<file path="config.mk">
export PLATFORM = sky130hd
export DESIGN_NAME = baud_gen
export DESIGN_NICKNAME = d
export VERILOG_FILES = /design/src/rtl/baud_gen.sv
export SDC_FILE = /design/constraint.sdc
export NUM_CORES = 1
export LEC_CHECK = 0
export ABC_AREA = 1
export BUFFER_PORTS_ARGS = -buffer_cell sky130_fd_sc_hd__buf_2
export CORE_ASPECT_RATIO = 0.75
export CORE_MARGIN = 1.5
export CORE_UTILIZATION = 30
export CTS_BUF_LIST = sky130_fd_sc_hd__clkbuf_4
export DETAILED_ROUTE_END_ITERATION = 7
export MAX_ROUTING_LAYER = met4
export PLACE_DENSITY_LB_ADDON = 0.05
export SETUP_SLACK_MARGIN = 0.3
export SKIP_LAST_GASP = 1
export SLEW_MARGIN = 0
export SYNTH_ARGS = -nofsm -noshare
export SYNTH_HDL_FRONTEND = slang
export SYNTH_SLANG_ARGS = --single-unit
export TNS_END_PERCENT = 1
</file>
<file path="constraint.sdc">
create_clock -name sysclk -period 2.2 [get_ports sysclk]
set_clock_uncertainty 0.1 [all_clocks]
set_input_delay 0.11 -clock sysclk [delete_from_list [all_inputs] [get_ports sysclk]]
set_output_delay 0.11 -clock sysclk [all_outputs]
set_load 0.01 [all_outputs]
</file>
<file path="src/rtl/baud_gen.sv">
// -----------------------------------------------------------------------------
// baud_gen -- programmable UART baud / oversample tick generator
//
// A prescale counter (cnt) counts sysclk cycles from 0 up to the active
// divisor (div_reg) and then wraps. Every wrap produces one oversample tick,
// so the oversample period is div_reg+1 cycles. An oversample counter
// (os_cnt) counts wraps modulo OVS and marks the bit boundary and the bit
// centre. A new divisor loaded while counting is parked in div_next and
// applied at the next wrap, so the current period is never cut short.
//
// Parameters
//   DIV_W        width of divisor and prescale counter
//   DIV_DEFAULT  divisor in use after reset
//   OVS          oversample ticks per bit (power of two, 2..256)
//
// Ports
//   sysclk    in   system clock, rising edge
//   reset     in   asynchronous active-low reset
//   en        in   count enable; low freezes every counter
//   div_in    in   new divisor value
//   div_load  in   one-cycle strobe capturing div_in
//   rx_sync   in   phase restart (RX start-bit edge)
//   os_tick   out  one-cycle pulse per oversample period
//   bit_tick  out  one-cycle pulse every OVS os_ticks
//   mid_tick  out  one-cycle pulse at the bit centre
//   baud_clk  out  level toggling on every os_tick
//   div_pend  out  a loaded divisor is waiting for the next wrap
// -----------------------------------------------------------------------------
module baud_gen #(
    parameter int DIV_W       = 16,
    parameter int DIV_DEFAULT = 163,
    parameter int OVS         = 16
) (
    input  logic             sysclk,
    input  logic             reset,
    input  logic             en,
    input  logic [DIV_W-1:0] div_in,
    input  logic             div_load,
    input  logic             rx_sync,
    output logic             os_tick,
    output logic             bit_tick,
    output logic             mid_tick,
    output logic             baud_clk,
    output logic             div_pend
);

    localparam int                OS_W    = $clog2(OVS);
    localparam logic [OS_W-1:0]   OS_LAST = OS_W'(OVS - 1);
    localparam logic [OS_W-1:0]   OS_MID  = OS_W'(OVS / 2 - 1);
    localparam logic [DIV_W-1:0]  DIV_RST = DIV_W'(DIV_DEFAULT);

    logic [DIV_W-1:0] cnt;
    logic [OS_W-1:0]  os_cnt;
    logic [DIV_W-1:0] div_reg;
    logic [DIV_W-1:0] div_next;

    // Prescale wrap happens only on enabled cycles; rx_sync and the
    // disabled-load path take precedence inside the sequential block.
    logic             wrap;
    // Divisor that becomes active when the phase restarts (wrap or rx_sync):
    // a load in the same cycle beats a parked value, which beats no change.
    logic [DIV_W-1:0] div_apply;

    assign wrap = en && (cnt == div_reg);

    always_comb begin
        div_apply = div_reg;
        if (div_load) begin
            div_apply = div_in;
        end else if (div_pend) begin
            div_apply = div_next;
        end
    end

    always_ff @(posedge sysclk or negedge reset) begin
        if (!reset) begin
            cnt      <= '0;
            os_cnt   <= '0;
            div_reg  <= DIV_RST;
            div_next <= DIV_RST;
            div_pend <= 1'b0;
            os_tick  <= 1'b0;
            bit_tick <= 1'b0;
            mid_tick <= 1'b0;
            baud_clk <= 1'b1;
        end else begin
            // Ticks are single-cycle pulses; only a wrap raises them again.
            os_tick  <= 1'b0;
            bit_tick <= 1'b0;
            mid_tick <= 1'b0;

            if (rx_sync) begin
                // Phase restart: works even while disabled, baud_clk keeps level.
                cnt      <= '0;
                os_cnt   <= '0;
                div_reg  <= div_apply;
                div_pend <= 1'b0;
                if (div_load) begin
                    div_next <= div_in;
                end
            end else if (div_load && !en) begin
                // Nothing is counting, so the divisor can take effect at once.
                cnt      <= '0;
                div_reg  <= div_in;
                div_next <= div_in;
                div_pend <= 1'b0;
            end else if (wrap) begin
                cnt      <= '0;
                os_cnt   <= os_cnt + OS_W'(1);
                os_tick  <= 1'b1;
                bit_tick <= (os_cnt == OS_LAST);
                mid_tick <= (os_cnt == OS_MID);
                baud_clk <= ~baud_clk;
                div_reg  <= div_apply;
                div_pend <= 1'b0;
                if (div_load) begin
                    div_next <= div_in;
                end
            end else if (en) begin
                cnt <= cnt + DIV_W'(1);
                if (div_load) begin
                    div_next <= div_in;
                    div_pend <= 1'b1;
                end
            end
        end
    end

endmodule

</file>
Word level (Yosys, flattened, before mapping):

Index checks and enable logic that the tools add are counted.

* register bits after elaboration: 57
* bits in latches: 0
* memory bits (writable): 0
* bits in read-only memories: 0
* bits of input ports: 21
* output and inout bits: 5
* word-level logic and storage cells: 59
* memories: 0

* add/sub/neg operators: 2
* multipliers: 0
* divide/modulo/power cells: 0
* order comparisons: 0
* eq/ne operators: 4
* shift operators: 0
* mux-type cells: 31
* bitwise gates (word level): 3
* reductions and logical operators: 10

Operators with widths (count)
* $mux W16: 14
* $add A16 B1 Y16 const B: 1
* $eq A16 B16 Y1: 1
* $mux W1: 14
* $mux W4: 3
* $reduce_bool A4 Y1: 2
* $add A4 B1 Y4 const B: 1
* $eq A4 B3 Y1 const B: 1
* $eq A4 B4 Y1 const B: 1
* $reduce_and A2 Y1: 2
* $not A1 Y1: 3
* $reduce_and A3 Y1: 1
* $reduce_bool A3 Y1: 1
* $logic_and A1 B1 Y1: 2
* $ne A2 B2 Y1 const B: 1
* $reduce_bool A2 Y1: 1
* $logic_not A1 Y1: 1

Longest topological paths before layout:

Gate-level depths: netlist of the first run.

* word-level depth: 5
* depth in mapped cells: 11
* gate-level depth less buffers: 10

Worst setup path after synthesis of the first run:

Ideal clock, no wire load.

* path type: register -> register
* start point: register div_reg[1]
* end point: register div_reg[2]
* setup time: 0.118 ns
* arrival time: 1.316 ns
* required time: 1.982 ns
* setup slack: 0.666 ns
* cell stages (with the launch flop): 11
* path buffers: 1
* period minus slack after synthesis: 1.534 ns
* cell sequence: dfstp_2 inv_1 nand2_1 nand2_1 nor2_1 nand2_1 nor2_2 nand3_4 buf_2 nand4_1 nand2_1

* longest elaborated chain between the ends: 3

Ends and longest elaborated chain
* from (decl): RTL line 54 `logic [DIV_W-1:0] div_reg;`
* from (signal assigned): RTL line 96 `div_reg <= div_apply;`
* from (signal assigned): RTL line 104 `div_reg <= div_in;`
* from (signal assigned): RTL line 114 `div_reg <= div_apply;`
* $eq A16 B16 Y1: RTL line 64 `assign wrap = en && (cnt == div_reg);`
* $logic_and A1 B1 Y1: RTL line 64
* $reduce_bool A3 Y1 (no source line)

Every way passes these cells.
A chain may end at the register's enable or synchronous reset.

Worst setup path in the final report of the first run:

* start point: register cnt[11]
* end point: register div_reg[14]

* longest elaborated chain between the ends: 3

Ends and longest elaborated chain
* from (decl): RTL line 52 `logic [DIV_W-1:0] cnt;`
* from (signal assigned): RTL line 120 `cnt <= cnt + DIV_W'(1);`
* $eq A16 B16 Y1: RTL line 64
* $logic_and A1 B1 Y1: RTL line 64
* $reduce_bool A3 Y1 (no source line)

Every way passes these cells.

==> parameters.txt, run 1 <==
Parameter                              Value

Timing
  Setup violation total in the final timing report ... 0
  RSZ-0062 raised after global routing ... true
  Peak clock frequency supported by timing ... about 550 MHz
  Count of final hold-check violations ... 0
  Final Slew Violations ... 0
  Actual transition at the worst max-transition pin ... approximately 440 ps
  Headroom to the max-slew limit ... 0.703
  Crit share post-route ... 0.826
  Worst-case hold slack ... about 100 ps
  Final sum of negative setup slack ... 0 ps
  Minimum clock period ... 1820 ps

Synth
  Combined area of all synthesized cells ... ~3300 um2
  FFs w/ async S/R, synth ... 1.00
  Register area share after synthesis ... 0.440
  Post-Synth Simple-Gate Area ... 0.337
  Combinational family with the most area after synthesis ... simple AND/OR/NAND/NOR gates
  Share of synthesized cell area in full adder, half adder and majority cells ... 0.00766
  Most used flip-flop cell after synthesis ... sky130_fd_sc_hd__dfrtp_1
  Top-count cell post-synth ... sky130_fd_sc_hd__nand2_1
  XOR/XNOR Fraction of Synth Area ... 0.0322
  Top cells by instance count after synthesis ... 151 x sky130_fd_sc_hd__nand2_1, 59 x sky130_fd_sc_hd__inv_1, 48 x sky130_fd_sc_hd__dfrtp_1, 44 x sky130_fd_sc_hd__nor2_1, 37 x sky130_fd_sc_hd__o21ai_0
  Leading post-synthesis cells by cell area ... sky130_fd_sc_hd__dfrtp_1 37%, sky130_fd_sc_hd__nand2_1 17%, sky130_fd_sc_hd__dfstp_2 7.2%, sky130_fd_sc_hd__inv_1 6.8%, sky130_fd_sc_hd__o21ai_0 5.7%
  Count of state elements after synthesis ... 57
  Synth warn ... 0
  Cell taking the most area after synthesis ... sky130_fd_sc_hd__dfrtp_1
  Number of enable-type register cells in the synthesized netlist ... 0
  Per-instance average area after synthesis ... 7.14 um2
  Compound-Gate Fraction of Synth Area ... 0.0827
  Number of distinct standard cells referenced by the synthesized netlist ... 25
  Multiplexer share of the synthesized area ... 0
  Post-synth top area share ... 0.368
  Gate count of the mapped netlist ... around 460
  Synthesized Nets ... 481

Cells and area
  Fill cells ... around 1100
  Area of all placed cells without fillers ... 3850 um2
  ANT cells ... 0
  Signed area change from the synthesized netlist to the final layout ... 17.8%
  Number of cells in the finished layout apart from fillers ... 644
  Share of layout cells above drive strength 1 ... 0.148
  Fin util ... 0.368
  Net count, final ... about 530

Routing
  Vias per cell ... 4.50
  DR WL/cell ... 13.5 um
  Aggregate routed wire length ... 8.73 mm
  Starting DRC count in detailed routing ... 150
  Via count ... 2901
  Routed Antenna Nets ... 0
  DRC violation count after routing ... 0
  First drt pass iteration count ... 4

Setup path
  Length in cells of the worst reg-to-reg path ... 10
  Critical Path, Cell by Cell ... inv_1, nand2_1, nand2_1, nor2_1, nand2_1, nor2_4, nand3_4, buf_4, nand4_1, nand2_1
  Required time at the endpoint of the critical path ... 2430 ps
  Crit end category ... flop
  Crit path top cell by count ... sky130_fd_sc_hd__nand2_1
  RR Startpoint ... cnt[11]$_DFFE_PN0P_
  Worst setup SP type ... flop
  Reg-to-Reg End ... div_reg[14]$_DFFE_PN0P_
  Worst Setup Path Type ... flop to flop
  Highest fanout seen on the critical path ... 18
  Slowest stage cell on the critical path ... sky130_fd_sc_hd__dfrtp_1
  Critical path's largest stage delay ... 440 ps
  Largest delay share family, worst path ... simple AND/OR/NAND/NOR gates
  Buffer and inverter count on the worst path ... 2
  Arrival time at the worst endpoint ... roughly 2100 ps
  Setup slack of the most critical reg-to-reg path ... 380 ps

Placed design
  Count of input and output buffers ... 25
  RD Place Congestion ... 0.950
  Detail Placement HPWL ... 5.91 mm
  Post-detailed-placement cell area ... 3540 um2
  Number of placed instances, taps included ... slightly above 600

Global routing
  Number of global-route vias before repair ... 2845
  GRT Total Usage ... 0.174
  Largest net degree at the start of global routing ... 58
  Antenna violations before repair ... 0
  Overflow left after global routing ... 0
  Global-route wire length before repair ... 14.6 mm

Floorplan
  Area of the placeable core ... 10500 um2
  Die W ... 124 um
  Die Footprint ... 11500 um2
  Die Height ... 93.4 um
  Starting utilization of the core area ... 0.313
  FP Rows ... 32
  Number of placed I/O pins ... 26

Pwr
  Logic gate share of total power ... 0.185
  Portion of total power attributed to the clock network ... 0.294
  Net switching share of the total power ... 0.324
  Total internal power ... 1.56 mW
  Switch Pwr ... 0.746 mW
  Power per Cell Area ... roughly 600 nW/um2
  Sequential share of power ... 0.521
  Peak supply drop ... 0.289 mV
  Leak Pwr ... 1.97 nW

Clock tree
  Sinks on Clock Net ... 57
  TritonCTS buffer count ... 9
  Clk_lat worst skew ... roughly 440 ps
  Root buffer selected by CTS ... sky130_fd_sc_hd__clkbuf_4
  Clock tree from TritonCTS ... yes
  Maximum clock path buffer count ... 2
  Number of H-tree branching levels ... 3
  CTS clock-pin slew for the worst setup and hold paths ... 100 ps

Flow run
  Count of max-cap constraint violations ... 0

Worst hold path
  Class of the tightest hold or removal check ... input pin to async pin

Outcome
  Outcome ... finished clean
-- worst register-to-register path, delay by kind of cell (launching register included) --
family,cells,cell delay (ps)
and+or+nand+nor,8,870
buffers and inverters,2,310
DFF,1,440
-- repair_timing --
| action | in CTS | in global routing |
|---|---|---|
| hold endpoints to repair | 91 | 0 |
| buffers inserted | 0 | 0 |
| gates resized for setup | 0 | 1 |
| hold buffers | 18 | 0 |
| endpoints found under the setup margin | 0 | 37 |
-- metal layers --
metal,vias to the layer above,GRT usage,part of all wire
met5,-,-,0
met4,0,0.0594,0.017
met3,13,0.0445,0.047
met2,49,0.260,0.44
met1,1307,0.229,0.50
li1,1532,-,-
-- through the flow --
stage	setup slack (ps)	total power, mW
floorplan	666	1.49
global placement	328	1.62
detailed placement	309	1.62
CTS	305	2.35
global route	225	2.47
finish	382	2.30
-- cells in the final DEF, fill, tap and decap left out --
cell                            netlist  final
sky130_fd_sc_hd__nand2_2              7      7
sky130_fd_sc_hd__nand4_1             25     25
sky130_fd_sc_hd__dfstp_2              9      9
sky130_fd_sc_hd__xor2_1              10     10
sky130_fd_sc_hd__nand3b_1             1      1
sky130_fd_sc_hd__inv_2                5      5
sky130_fd_sc_hd__o21ai_0             37     37
sky130_fd_sc_hd__nor2_1              44     44
sky130_fd_sc_hd__ha_1                 2      2
sky130_fd_sc_hd__nor2_4               2      2
sky130_fd_sc_hd__nand3_4              2      3
sky130_fd_sc_hd__nand3_1             13     13
sky130_fd_sc_hd__nor4_1               1      1
sky130_fd_sc_hd__inv_1               59     59
sky130_fd_sc_hd__dlygate4sd3_1        0     18
sky130_fd_sc_hd__buf_2                4     25
sky130_fd_sc_hd__buf_4                1      6
sky130_fd_sc_hd__nor2_2               1      1
sky130_fd_sc_hd__a21oi_1             17     17
sky130_fd_sc_hd__buf_12               0      1
sky130_fd_sc_hd__nor3b_1              1      1
sky130_fd_sc_hd__xnor2_1              2      2
sky130_fd_sc_hd__nand2_1            151    151
sky130_fd_sc_hd__clkbuf_4             0     12
sky130_fd_sc_hd__clkinv_2             0      4
sky130_fd_sc_hd__dfrtp_1             48     48
sky130_fd_sc_hd__nor3_1               4      4
-- worst max path at each step --
stage               cells past startpoint                    from  slack, ps                      end
finish                                 10     cnt[11]$_DFFE_PN0P_        380  div_reg[14]$_DFFE_PN0P_
global route                            8  div_reg[0]$_DFFE_PN1P_        230    os_cnt[0]$_DFFE_PN0P_
CTS                                     8     cnt[14]$_DFFE_PN0P_        300      cnt[14]$_DFFE_PN0P_
detailed placement                     10     cnt[13]$_DFFE_PN0P_        310   div_reg[4]$_DFFE_PN0P_
global placement                       10     cnt[13]$_DFFE_PN0P_        330   div_reg[2]$_DFFE_PN0P_
floorplan                              10  div_reg[1]$_DFFE_PN1P_        670   div_reg[2]$_DFFE_PN0P_
-- layout make-up --
cell class,count,area (um2),share of cell area
well taps,136,170,0.0442
flip-flops and latches,57,1440,0.374
clock buffers,12,90.1,0.0234
repair buffers,50,370,0.0962
multi-input cells,321,1520,0.395
inverters,64,240,0.0624
clock inverters,4,20.0,0.00520
-- power groups by stage --
stage / Sequential, mW / Clock (mW) / Combinational [mW]
after detailed placement: 1.22 / 0 / 0.403
after global routing: 1.21 / 0.753 / 0.499
final: 1.20 / 0.678 / 0.427
after global placement: 1.22 / 0 / 0.400
after CTS: 1.20 / 0.717 / 0.429
after floorplan: 1.20 / 0 / 0.289
-- cell families (layout without fill, tap and decap cells) --
group,count (synthesis),after routing
AND/OR/NAND/NOR,252,253
buffers and inverters,81,130
flip-flops,57,57
AO/OA/AOI/OAI,54,54
XOR/XNOR,12,12
adder cells (fa/ha/maj),2,2
Note: power is estimated with default switching activity, not from simulation.
==> run 2, diff against run 1 <==
--- a/config.mk
+++ b/config.mk
@@ -5,7 +5,7 @@
 export SDC_FILE = /design/constraint.sdc
 export NUM_CORES = 1
 export LEC_CHECK = 0
-export ABC_AREA = 1
+export ABC_AREA = 0
 export BUFFER_PORTS_ARGS = -buffer_cell sky130_fd_sc_hd__buf_2
 export CORE_ASPECT_RATIO = 0.75
 export CORE_MARGIN = 1.5
==> constraint.sdc (replaced) <==
create_clock -name sysclk -period 1.8 [get_ports sysclk]
set_clock_uncertainty 0.1 [all_clocks]
set_input_delay 0.09 -clock sysclk [delete_from_list [all_inputs] [get_ports sysclk]]
set_output_delay 0.09 -clock sysclk [all_outputs]
set_load 0.01 [all_outputs]
==> run 2 against run 1 <==
- the run now ends with setup timing left
- area after synthesis fell by 2.8%
- fmax fell by 8.0%
- sequential cell count unchanged
- combinational power up 32%
- utilization up 2.8 points
- critical path depth decreased by 3
- count of clock-buffer cells in the layout fell by 1
==> parameters.txt, run 2 <==
Parameter                              Value

Outcome
  Outcome ... finished with violations
  Failing checks ... setup timing

Timing
  RSZ-0062 raised after global routing ... true
  Minimum clock period ... 1980 ps
  Setup violation total in the final timing report ... 35
  Final sum of negative setup slack ... -2540 ps
  Crit share post-route ... 1.10
  Worst setup margin ... -177 ps
  Actual transition at the worst max-transition pin ... between 300 and 400 ps
  Headroom to the max-slew limit ... 0.749
  Peak clock frequency supported by timing ... 506 MHz
  Count of final hold-check violations ... 0
  Final Slew Violations ... 0

Global routing
  Overflow left after global routing ... 0
  Largest net degree at the start of global routing ... 58
  Antenna violations before repair ... 0
  Global-route wire length before repair ... roughly 14 mm
  Number of global-route vias before repair ... 2597
  GRT Total Usage ... 0.166

Pwr
  Peak supply drop ... 0.368 mV
  Power per Cell Area ... 692 nW/um2
  Leak Pwr ... 1.87 nW

Synth
  Synthesized Nets ... ~330
  Synth warn ... 0
  Leading post-synthesis cells by cell area ... sky130_fd_sc_hd__dfrtp_1 38%, sky130_fd_sc_hd__mux2i_1 10%, sky130_fd_sc_hd__dfstp_2 7.4%, sky130_fd_sc_hd__mux2_2 5.7%, sky130_fd_sc_hd__xor2_1 4.7%
  Post-synth top area share ... 0.378
  Top cells by instance count after synthesis ... 48 x sky130_fd_sc_hd__dfrtp_1, 38 x sky130_fd_sc_hd__nor2_1, 32 x sky130_fd_sc_hd__mux2i_1, 20 x sky130_fd_sc_hd__a21oi_1, 18 x sky130_fd_sc_hd__o21ai_0
  Top-count cell post-synth ... sky130_fd_sc_hd__dfrtp_1
  Count of state elements after synthesis ... between 50 and 60
  Per-instance average area after synthesis ... 10.3 um2
  Combined area of all synthesized cells ... 3180 um2
  FFs w/ async S/R, synth ... 1.00
  Gate count of the mapped netlist ... 310
  Cell taking the most area after synthesis ... sky130_fd_sc_hd__dfrtp_1
  Number of distinct standard cells referenced by the synthesized netlist ... 36
  Most used flip-flop cell after synthesis ... sky130_fd_sc_hd__dfrtp_1
  Register area share after synthesis ... 0.452
  Number of enable-type register cells in the synthesized netlist ... 0

Routing
  Routed Antenna Nets ... 0
  DRC violation count after routing ... 0
  DR WL/cell ... about 15 um
  First drt pass iteration count ... 4
  Aggregate routed wire length ... just over 8 mm
  Vias per cell ... 4.73
  Starting DRC count in detailed routing ... about 120
  Via count ... 2533

Cells and area
  Commonest non-fill, non-tap cell in the layout ... sky130_fd_sc_hd__dfrtp_1
  Share of layout cells above drive strength 1 ... 0.291
  Signed area change from the synthesized netlist to the final layout ... 28.4%
  Net count, final ... 417
  Leading cell types in the layout, fill and taps excluded ... 47 x sky130_fd_sc_hd__dfrtp_1, 44 x sky130_fd_sc_hd__buf_4, 38 x sky130_fd_sc_hd__nor2_1, 32 x sky130_fd_sc_hd__mux2i_1, 25 x sky130_fd_sc_hd__buf_2
  ANT cells ... 0
  Fill cells ... 1048
  Fin util ... 0.397

Setup path
  RR Startpoint ... div_reg[14]$_DFFE_PN0P_
  Required time at the endpoint of the critical path ... 2030 ps
  Arrival time at the worst endpoint ... 2210 ps
  Worst Setup Path Type ... flop to flop
  Crit end category ... flop
  Worst setup SP type ... flop
  Critical path startpoint ... div_reg[14]$_DFFE_PN0P_
  Highest fanout seen on the critical path ... 8

Clock tree
  Maximum clock path buffer count ... 2
  TritonCTS buffer count ... 9
  Number of H-tree branching levels ... 3
  Sinks on Clock Net ... 57
  CTS clock-pin slew for the worst setup and hold paths ... 100 ps
  Clk_lat worst skew ... 400 ps
  Root buffer selected by CTS ... sky130_fd_sc_hd__clkbuf_4
  Clock tree from TritonCTS ... yes

Placed design
  Detail Placement HPWL ... 5.52 mm
  Count of input and output buffers ... 25
  RD Place Congestion ... 0.758

Floorplan
  Die Footprint ... approximately 11000 um2
  Die Height ... slightly above 90 um
  Number of placed I/O pins ... 26
  FP Rows ... 32
  Die W ... between 100 and 150 um
  Starting utilization of the core area ... 0.309
  Area of the placeable core ... 10300 um2

Worst hold path
  Start point of the worst hold path ... en
  Class of the tightest hold or removal check ... input pin to flop

Flow run
  Count of max-cap constraint violations ... 0
-- run 2: changes by cell type in the layout (fill, tap and decap cells not counted), sizes merged, moves of 9 or more --
cell	previous run	this run
buf	32	72
inv	64	8
mux2	0	16
mux2i	0	32
nand2	158	8
nand3	16	5
nand4	25	5
nor2	47	38
o21ai	37	20
o22a	0	15
xnor2	2	14
-- run 2: cells by family after synthesis --
| logic type | share of synthesized area |
|---|---|
| adder cells (fa/ha/maj) | 0.00787 |
| buffers and inverters | 0.0366 |
| multiplexers | 0.157 |
| AO/OA/AOI/OAI | 0.117 |
| AND/OR/NAND/NOR | 0.143 |
| flip-flops | 0.452 |
| XOR/XNOR | 0.0854 |
-- run 2: worst max-delay path, cell delays in order, from the launching register on --
cell and delay [ps]:
sky130_fd_sc_hd__dfrtp_1 400, sky130_fd_sc_hd__xor2_1 170, sky130_fd_sc_hd__nor3_1 220, sky130_fd_sc_hd__buf_4 170, sky130_fd_sc_hd__nand3_2 80, sky130_fd_sc_hd__buf_4 180
sky130_fd_sc_hd__or4_1 460, sky130_fd_sc_hd__a21oi_1 150
-- run 2: timing repair --
item	CTS	global route
resized for setup	0	2
cloned	0	0
hold buffers	19	0
pin swaps	0	0
endpoints found under the hold margin	96	0
setup buffers	0	0
endpoints found under the setup margin	42	42
-- run 2: cell type report --
cell class / count / area (um2) / area share
Multi-Input combinational cell: 227 / 1630 / 0.400
Sequential cell: 57 / 1440 / 0.353
Timing Repair Buffer: 91 / 706 / 0.173
Tap cell: 136 / 170 / 0.0417
Clock buffer: 11 / 82.6 / 0.0202
Inverter: 8 / 30.0 / 0.00736
Clock inverter: 5 / 22.5 / 0.00552
-- run 2: metrics by stage --
step           instance area, um2  cells  hold WS (ps)  setup slack [ps]  power [mW]
2_1_floorplan                3180    310          -306              -132        1.78
3_3_place_gp                 3780    500          28.2              -158        2.02
5_1_grt                      4080    535          86.8              -262        3.01
6_report                     4080    535          50.7              -177        2.82
3_5_place_dp                 3780    500          25.4              -174        2.03
4_1_cts                      4070    535          21.7              -193        2.88
-- run 2: final timing paths --
check / end / cells after the start / slack [ps]
worst max register to register: os_cnt[3]$_DFFE_PN0P_ / 7 / -180
worst min-delay path: cnt[0]$_DFFE_PN0P_ / 4 / 50
max in group asynchronous: async pin / 3 / 1170
min in group asynchronous: async pin / 3 / 100
worst max-delay path: os_cnt[3]$_DFFE_PN0P_ / 7 / -180
worst min register to register: mid_tick$_DFF_PN0_ / 1 / 390
-- run 2: routing by layer --
layer	global-route usage	wire, um	up-vias
met5	-	0	-
met4	0.0529	154	0
met3	0.0398	254	9
met2	0.242	3420	42
met1	0.226	4220	1213
li1	-	-	1269
-- run 2: where the power goes --
group	leakage, nW	total [mW]	switching, mW	internal, mW
combinational	1.10	0.563	0.271	0.292
sequential	0.702	1.47	0.0771	1.39
clock	0.0655	0.793	0.494	0.300
